## src/rtl/lock_pkg.sv

```systemverilog
// Shared types and constants for the keypad lock controller.
package lock_pkg;

  localparam int KEY_W  = 10;
  localparam int DIGITS = 4;

  typedef enum logic [2:0] {
    ST_IDLE    = 3'd0,
    ST_ENTRY   = 3'd1,
    ST_OPEN    = 3'd2,
    ST_PROGRAM = 3'd3,
    ST_LOCKOUT = 3'd4
  } lock_state_t;

  function automatic logic is_onehot(input logic [KEY_W-1:0] key);
    return ($countones(key) == 1);
  endfunction

endpackage

```

## src/rtl/lock_timer.sv

```systemverilog
// Loadable down-counter shared by the entry-timeout, unlock and lockout phases.
module lock_timer #(
  parameter int W = 12
) (
  input  logic         clk,
  input  logic         rst,
  input  logic         load,
  input  logic [W-1:0] value,
  output logic         expired
);

  logic [W-1:0] cnt_q, cnt_d;

  // Saturates at zero so a stale expiry stays asserted until the next load.
  always_comb begin
    cnt_d = cnt_q;
    if (load) begin
      cnt_d = value;
    end else if (cnt_q != '0) begin
      cnt_d = cnt_q - W'(1);
    end
  end

  always_ff @(posedge clk or posedge rst) begin
    if (rst) cnt_q <= '0;
    else     cnt_q <= cnt_d;
  end

  assign expired = (cnt_q == '0);

endmodule

```

## src/rtl/lock_ctrl.sv

```systemverilog
// Keypad door lock: sequential code entry, timed unlock, failure lockout and
// in-place code reprogramming while open.
module lock_ctrl
  import lock_pkg::*;
#(
  parameter logic [DIGITS*KEY_W-1:0] DEFAULT_CODE = {10'd1, 10'd512, 10'd8, 10'd2},
  parameter int MAX_FAILS      = 3,
  parameter int UNLOCK_CYCLES  = 500,
  parameter int LOCKOUT_CYCLES = 1000,
  parameter int ENTRY_TIMEOUT  = 2000
) (
  input  logic             clk,
  input  logic             rst,
  input  logic [KEY_W-1:0] key,
  input  logic             key_valid,
  input  logic             prog,
  input  logic             relock,
  output logic             unlock,
  output logic             fail,
  output logic             lockout,
  output logic             key_err,
  output logic [2:0]       digit_cnt,
  output logic [1:0]       fail_cnt
);

  localparam int MAX_CYC_A = (UNLOCK_CYCLES > LOCKOUT_CYCLES) ? UNLOCK_CYCLES : LOCKOUT_CYCLES;
  localparam int MAX_CYC   = (MAX_CYC_A > ENTRY_TIMEOUT) ? MAX_CYC_A : ENTRY_TIMEOUT;
  localparam int TW        = $clog2(MAX_CYC) + 1;
  localparam int DW        = $clog2(DIGITS);

  // Loaded with N-1 so the phase lasts exactly N cycles after its entry edge.
  localparam logic [TW-1:0] T_ENTRY  = TW'(ENTRY_TIMEOUT - 1);
  localparam logic [TW-1:0] T_UNLOCK = TW'(UNLOCK_CYCLES - 1);
  localparam logic [TW-1:0] T_LOCK   = TW'(LOCKOUT_CYCLES - 1);
  localparam logic [2:0]    LAST_DIG = 3'(DIGITS - 1);
  localparam logic [1:0]    LAST_FAIL = 2'(MAX_FAILS - 1);

  lock_state_t state_q, state_d;
  logic [DIGITS*KEY_W-1:0] code_q, code_d;
  logic [KEY_W-1:0] shadow_q [DIGITS-1];
  logic [KEY_W-1:0] shadow_d [DIGITS-1];
  logic        mismatch_q, mismatch_d;
  logic [2:0]  digit_cnt_q, digit_cnt_d;
  logic [1:0]  fail_cnt_q, fail_cnt_d;
  logic        unlock_q, unlock_d;
  logic        fail_q, fail_d;
  logic        lockout_q, lockout_d;
  logic        key_err_q, key_err_d;

  logic [KEY_W-1:0]        code_digit [DIGITS];
  logic [DIGITS*KEY_W-1:0] new_code;
  logic [DW-1:0]           didx;
  logic                    key_ok;
  logic                    last_dig;
  logic                    miss;
  logic                    tmr_load;
  logic [TW-1:0]           tmr_val;
  logic                    tmr_expired;

  // Digit 0 lives in the most significant slice of the code register.
  for (genvar gi = 0; gi < DIGITS; gi++) begin : g_digit
    assign code_digit[gi] = code_q[(DIGITS-1-gi)*KEY_W +: KEY_W];
    if (gi == DIGITS - 1) begin : g_last
      assign new_code[(DIGITS-1-gi)*KEY_W +: KEY_W] = key;
    end else begin : g_rest
      assign new_code[(DIGITS-1-gi)*KEY_W +: KEY_W] = shadow_q[gi];
    end
  end

  assign didx     = digit_cnt_q[DW-1:0];
  assign key_ok   = is_onehot(key);
  assign last_dig = (digit_cnt_q == LAST_DIG);
  assign miss     = mismatch_q | (key != code_digit[didx]);

  lock_timer #(.W(TW)) u_timer (
    .clk     (clk),
    .rst     (rst),
    .load    (tmr_load),
    .value   (tmr_val),
    .expired (tmr_expired)
  );

  always_comb begin
    state_d     = state_q;
    code_d      = code_q;
    shadow_d    = shadow_q;
    mismatch_d  = mismatch_q;
    digit_cnt_d = digit_cnt_q;
    fail_cnt_d  = fail_cnt_q;
    fail_d      = 1'b0;
    key_err_d   = 1'b0;
    tmr_load    = 1'b0;
    tmr_val     = T_ENTRY;

    case (state_q)
      ST_IDLE, ST_ENTRY: begin
        if (key_valid) begin
          tmr_load = 1'b1;
          if (!key_ok) begin
            key_err_d = 1'b1;
          end else if (last_dig) begin
            digit_cnt_d = '0;
            mismatch_d  = 1'b0;
            if (!miss) begin
              state_d    = ST_OPEN;
              fail_cnt_d = '0;
              tmr_val    = T_UNLOCK;
            end else begin
              fail_d     = 1'b1;
              fail_cnt_d = fail_cnt_q + 2'd1;
              if (fail_cnt_q == LAST_FAIL) begin
                state_d = ST_LOCKOUT;
                tmr_val = T_LOCK;
              end else begin
                state_d = ST_IDLE;
              end
            end
          end else begin
            digit_cnt_d = digit_cnt_q + 3'd1;
            mismatch_d  = miss;
            state_d     = ST_ENTRY;
          end
        end else if (state_q == ST_ENTRY && tmr_expired) begin
          state_d     = ST_IDLE;
          digit_cnt_d = '0;
          mismatch_d  = 1'b0;
        end
      end

      ST_OPEN: begin
        if (prog) begin
          state_d     = ST_PROGRAM;
          digit_cnt_d = '0;
          tmr_load    = 1'b1;
        end else if (relock || tmr_expired) begin
          state_d = ST_IDLE;
        end
      end

      ST_PROGRAM: begin
        if (key_valid) begin
          tmr_load = 1'b1;
          if (!key_ok) begin
            key_err_d = 1'b1;
          end else if (last_dig) begin
            code_d      = new_code;
            digit_cnt_d = '0;
            state_d     = ST_IDLE;
          end else begin
            shadow_d[didx] = key;
            digit_cnt_d    = digit_cnt_q + 3'd1;
          end
        end else if (tmr_expired) begin
          digit_cnt_d = '0;
          state_d     = ST_IDLE;
        end
      end

      ST_LOCKOUT: begin
        if (tmr_expired) begin
          state_d    = ST_IDLE;
          fail_cnt_d = '0;
        end
      end

      default: state_d = ST_IDLE;
    endcase

    unlock_d  = (state_d == ST_OPEN);
    lockout_d = (state_d == ST_LOCKOUT);
  end

  always_ff @(posedge clk or posedge rst) begin
    if (rst) begin
      state_q     <= ST_IDLE;
      code_q      <= DEFAULT_CODE;
      shadow_q    <= '{default: '0};
      mismatch_q  <= 1'b0;
      digit_cnt_q <= '0;
      fail_cnt_q  <= '0;
      unlock_q    <= 1'b0;
      fail_q      <= 1'b0;
      lockout_q   <= 1'b0;
      key_err_q   <= 1'b0;
    end else begin
      state_q     <= state_d;
      code_q      <= code_d;
      shadow_q    <= shadow_d;
      mismatch_q  <= mismatch_d;
      digit_cnt_q <= digit_cnt_d;
      fail_cnt_q  <= fail_cnt_d;
      unlock_q    <= unlock_d;
      fail_q      <= fail_d;
      lockout_q   <= lockout_d;
      key_err_q   <= key_err_d;
    end
  end

  assign unlock    = unlock_q;
  assign fail      = fail_q;
  assign lockout   = lockout_q;
  assign key_err   = key_err_q;
  assign digit_cnt = digit_cnt_q;
  assign fail_cnt  = fail_cnt_q;

endmodule

```

## config.mk

```make
export PLATFORM = sky130hd
export DESIGN_NAME = lock_ctrl
export DESIGN_NICKNAME = d
export VERILOG_FILES = /design/src/rtl/lock_pkg.sv /design/src/rtl/lock_timer.sv /design/src/rtl/lock_ctrl.sv
export SDC_FILE = /design/constraint.sdc
export NUM_CORES = 1
export LEC_CHECK = 0
export ABC_AREA = 1
export ABC_CLOCK_PERIOD_IN_PS = 8900
export CELL_PAD_IN_SITES_DETAIL_PLACEMENT = 1
export CELL_PAD_IN_SITES_GLOBAL_PLACEMENT = 1
export CORE_AREA = 3 3 96 98
export CTS_BUF_LIST = sky130_fd_sc_hd__clkbuf_8
export CTS_CLUSTER_DIAMETER = 60
export CTS_CLUSTER_SIZE = 14
export DETAILED_ROUTE_END_ITERATION = 8
export DIE_AREA = 0 0 99 101
export DONT_BUFFER_PORTS = 1
export PLACE_DENSITY = 0.89
export SYNTH_ARGS = -nofsm -noshare
export SYNTH_HDL_FRONTEND = slang
export SYNTH_SLANG_ARGS = --single-unit
```

## constraint.sdc

```tcl
create_clock -name clk -period 8.9 [get_ports clk]
set_input_delay 1.78 -clock clk [delete_from_list [all_inputs] [get_ports clk]]
set_output_delay 1.78 -clock clk [all_outputs]
set_load 0.005 [all_outputs]
```

==> metrics, run 1 <==
GPL Wtd Cong 0.807; Data required, critical path approximately 9 ns; routed len/inst 20.0 µm; critical path class in -> reg; number of I/O pins 24; Setup crit start kind input port; syn nets 550; CTS Buf Count 9; largest net degree at the start of global routing 52; final hold violation count 0; Mapped Area about 4600 µm²; register area share after synthesis 0.512; clk_lat worst skew 0.37 ns; total number of yosys warnings 0; sw frac 0.353; FILL cells about 1,000; Worst Tran Pin Value 1.19 ns; Reg2Reg Setup Slack 5.63 ns; mux share of post-synthesis cell area 0.0727; number of max-cap violations 0; global route overflow 0; cts hold-fix bufs 0; Core Footprint 8550 µm²; worst-path maximum fanout 50; routed vias 3,701; Yosys cell types 31; status completed; Max Clock Skew 0.00874 ns; compound-cell area share of the yosys netlist 0.0805; die area 10000 µm²; HP Start new_code[22]; clock share of power 0.300; synth-to-layout area growth 6.05%; Post-Synth Simple-Gate Area 0.217; post-synthesis xor/xnor area fraction 0.00565; Clock Path Buffers 2; crit path launch key[0]; FP Rows 34; clock-pin slew on the worst setup and hold paths 0.09 ns; post-synth top area share 0.490; fin area 4930 µm²; Non-Filler Instances 630; post-CTS setup buffers 0; Hold/Removal Path Class reg -> reg; Max Freq 0.170 GHz; Routed Wire Length 12,600 µm; Mapped Cells 521; fin util 0.577; GRT Util Overall 0.264; final setup violating endpoints 0; die width 99 µm; port bufs 0; period utilization 0.661; PostCTS Resize Cnt 0; internal power 687 µW; Inserted Diodes 0; antenna violations before repair 0; pwr/cell area 215 nW/µm²; most common cell after layout, fill and taps aside nand2_1; Placement Setup Slack 2.71 ns; Slew HR 0.209; share of layout cells above drive strength 1 0.121; Area contributors post-synth dfrtp_1, nand2_1, o21ai_0, mux2_2, nand3_1; switching power around 370 µW; hold slack 0.490 ns; Max IR drop VDD about 0.094 mV; Pins Over Slew Limit 0; Pleak 2.42 nW; first-pass GRT wire length 20,400 µm; drt initial violations approximately 180; DIE HEIGHT 101 µm; Yosys top cell by area dfrtp_1; Post-Synth Adder-Cell Area 0.0474; CTS root buf clkbuf_8; CP arrival 6.13 ns; most frequent cells in the layout nand2_1, dfrtp_1, o21ai_0; largest family of logic cells by synthesized area simple AND/OR/NAND/NOR gates; Seq cells post-synth 95; Tot Pwr 1.06 mW; CTS sink count 95; initial core utilization 0.544; Mapped Avg Cell Area 8.92 µm²; CTS H-tree lvls 3; nets 546; TritonCTS clock tree done; dpl cell area ~4700 µm²; part of the power in combinational logic 0.242; Vias per Instance 5.87; first drt pass iteration count 4; vias in the first global route 4,009; worst flop-to-flop path startpoint digit_cnt[1]; sequential share of power 0.458; Tmin final 5.88 ns; setup TNS 0 ns; crit end category flip-flop; RSZ-0062 raised after global routing no; Final WS setup slightly above 3 ns; Antenna Nets Post-Route 0; DP Wirelength 8120 µm; DRC 0; dpl cells 614
==> Yosys cell counts (all sizes together) <==
library cell	instances
a21oi	11
a31oi	3
buf	9
clkbuf	8
clkinv	1
dfrtp	91
dfstp	4
fa	6
ha	8
inv	54
mux2	30
nand2	145
nand3	48
nand4	4
nor2	30
nor3	6
nor4	1
o211ai	2
o21ai	57
xnor2	1
xor2	2
==> sequential cells by signal (all words and copies together) (netlist names) <==
name	flops
code_digit	40
new_code	30
u_timer.cnt_q	12
digit_cnt	3
state_q	3
fail_cnt	2
fail	1
key_err	1
lockout	1
mismatch_q	1
unlock	1
==> power groups by stage <==
| stage | clock network, mW | registers (mW) | logic (mW) |
|---|---|---|---|
| after global routing | 0.339 | 0.490 | 0.286 |
| after CTS | 0.322 | 0.486 | 0.253 |
| after floorplan | 0 | 0.482 | 0.189 |
| after global placement | 0 | 0.490 | 0.227 |
| final | 0.318 | 0.486 | 0.257 |
| after detailed placement | 0 | 0.492 | 0.245 |
==> worst paths after layout <==
path,to,depth (start not counted)
worst max-delay path,code_digit[15],14
worst min-delay path,new_code[22],2
worst max register to register,code_digit[15],5
worst min register to register,new_code[22],2
max in group asynchronous,mismatch_q,2
min in group asynchronous,code_digit[34],1
==> critical path, cell delays in order <==
cell and delay, ns:
fa_1 0.49, fa_1 0.52, inv_1 0.06, fa_1 0.45, inv_1 0.08, ha_1 0.16
inv_1 0.06, fa_1 0.49, nand2_1 0.06, nor2_1 0.09, nand2_1 0.08, inv_1 0.18
nand3_2 0.93, mux2_1 0.69
==> cell type report <==
type                       instances  area (µm²)  area share
inverter                          55         209      0.0424
tap                              108         135      0.0274
multi-input combinational        354        1970       0.400
timing repair buffer               2        15.0     0.00304
sequential                        95        2380       0.483
clock inverter                     7        95.1      0.0193
clock buffer                       9         124      0.0251
==> layer usage <==
layer  GRT usage  vias up  share of wire
met2       0.439      101           0.48
met1       0.341     1877           0.44
met5           0        -              0
met4       0.104        0          0.032
met3      0.0526       40          0.049
li1            -     1683              -
==> logic make-up (layout without fill, tap and decap cells) <==
group | count (synthesis) | count (layout)
AND/OR/NAND/NOR | 234 | 234
buffers and inverters | 72 | 73
XOR/XNOR | 3 | 3
multiplexers | 30 | 30
AO/OA/AOI/OAI | 73 | 73
adder cells (fa/ha/maj) | 14 | 14
flip-flops | 95 | 95
(Power assumes the default switching activity.)
==> inputs of run 2 (changes only) <==
ABC_CLOCK_PERIOD_IN_PS = 6000   (was 8900)
CORE_AREA = 3 3 100 102   (was 3 3 96 98)
DIE_AREA = 0 0 103 105   (was 0 0 99 101)
PLACE_DENSITY = 0.83   (was 0.89)
clock period = 6 ns   (was 8.9 ns; I/O delays follow)
==> metrics, run 2 (synthesis results as in run 1) <==
first drt pass iteration count 4; critical path class in -> reg; vias in the first global route 3,894; number of I/O pins 24; status completed; CTS H-tree lvls 3; Data required, critical path 6.25 ns; met3 Resource Use GR 0.0474; number of max-cap violations 0; DRC 0; crit path cell chain fa_1 > fa_1 > inv_1 > fa_1 > inv_1 > ha_1 > inv_1 > fa_1 > nand2_1 > nor2_1 > nand2_1 > inv_1 > nand3_1 > o21ai_0; Inserted Diodes 0; most common cell after layout, fill and taps aside nand2_1; TritonCTS clock tree done; FP Rows 35; CTS sink count 95; fin util 0.537; clock-pin slew on the worst setup and hold paths 0.09 ns; Slew HR 0.407; CTS root buf clkbuf_8; first-pass GRT wire length 19,400 µm; M1 GR Usage 0.317; worst-path maximum fanout 20; GR Util met2 0.359; routed vias 3,560; Setup crit start kind input port; CTS Buf Count 9; Worst Tran Pin Value ~0.89 ns; global route overflow 0; Worst path max stage delay 0.68 ns; Hold/Removal Path Class reg -> reg; Pins Over Slew Limit 0; die area 10,800 µm²; CP delay by family, top adder cells; share of layout cells above drive strength 1 0.124; final setup violating endpoints 0; RSZ-0062 raised after global routing no; cts hold-fix bufs 0; Tot Pwr 1.52 mW; Tmin final 4.78 ns; Max Freq 0.209 GHz; slowest cell on the critical path nand3_1; port bufs 0; post-CTS setup buffers 0; GRT Util Overall 0.231; DIE HEIGHT 105 µm; crit end category flip-flop; FILL cells 1,097; pwr/cell area 307 nW/µm²; die width ~100 µm; synth-to-layout area growth 6.19%; Final WS setup 1.22 ns; PostCTS Resize Cnt 0; grt peak-use layer met2; nets 548; drt initial violations 97; largest net degree at the start of global routing 66; final hold violation count 0; most frequent cells in the layout nand2_1, dfrtp_1, o21ai_0; Worst Path Buf+Inv 4; period utilization 0.796; initial core utilization 0.506; antenna violations before repair 0; number of flip-flops under the largest register name 40; Vias per Instance 5.61; Max IR drop VDD 0.202 mV; DP Wirelength slightly below 8000 µm; Placement Setup Slack 0.889 ns; clk_lat worst skew 0.36 ns; CP arrival approximately 5 ns; Max Clock Skew 0.0112 ns; routed len/inst approximately 18 µm; Antenna Nets Post-Route 0; setup TNS 0 ns; Clock Path Buffers 2; Core Footprint 9200 µm²; Pleak 2.41 nW; Routed Wire Length 11,300 µm; GPL Wtd Cong 0.820
[run 2: per-layer routing]
layer | vias up | part of all wire
met5 | - | 0
met4 | 0 | 0.026
met3 | 20 | 0.028
met2 | 52 | 0.48
met1 | 1802 | 0.46
li1 | 1686 | -
[run 2: worst min-delay path, stage by stage, from the launching register on]
cell,delay (ns)
dfrtp_1,0.35
nand2_1,0.05
o21ai_0,0.05
[run 2: final cells by class]
class / count / area, µm² / area share
flip-flops and latches: 95 / 2380 / 0.483
multi-input cells: 354 / 1970 / 0.399
repair buffers: 4 / 30.0 / 0.00608
clock inverters: 6 / 68.8 / 0.0139
inverters: 55 / 209 / 0.0423
well taps: 111 / 139 / 0.0281
clock buffers: 10 / 138 / 0.0279
[run 2: where the power goes]
part | total, mW | internal [mW] | switching (mW)
clock network | 0.435 | 0.205 | 0.230
registers | 0.719 | 0.674 | 0.0448
logic | 0.364 | 0.110 | 0.253
total | 1.52 | 0.990 | 0.528
[run 2: per-stage QoR]
stage | instances | instance area (µm²) | hold WS (ns)
2_1_floorplan | 521 | 4650 | 0.446
3_3_place_gp | 619 | 4730 | 0.460
3_5_place_dp | 619 | 4730 | 0.471
4_1_cts | 635 | 4940 | 0.494
5_1_grt | 635 | 4940 | 0.512
6_report | 635 | 4940 | 0.487
[run 2: final timing paths]
check / from / to / slack [ns] / depth (start not counted)
worst min register to register: new_code[16] / new_code[16] / 0.49 / 2
worst max register to register: digit_cnt[1] / new_code[38] / 3.27 / 9
worst min-delay path: new_code[16] / new_code[16] / 0.49 / 2
max in group asynchronous: rst / code_digit[37] / 4.14 / 2
min in group asynchronous: rst / code_digit[6] / 0.69 / 1
worst max-delay path: key[0] / new_code[38] / 1.22 / 14
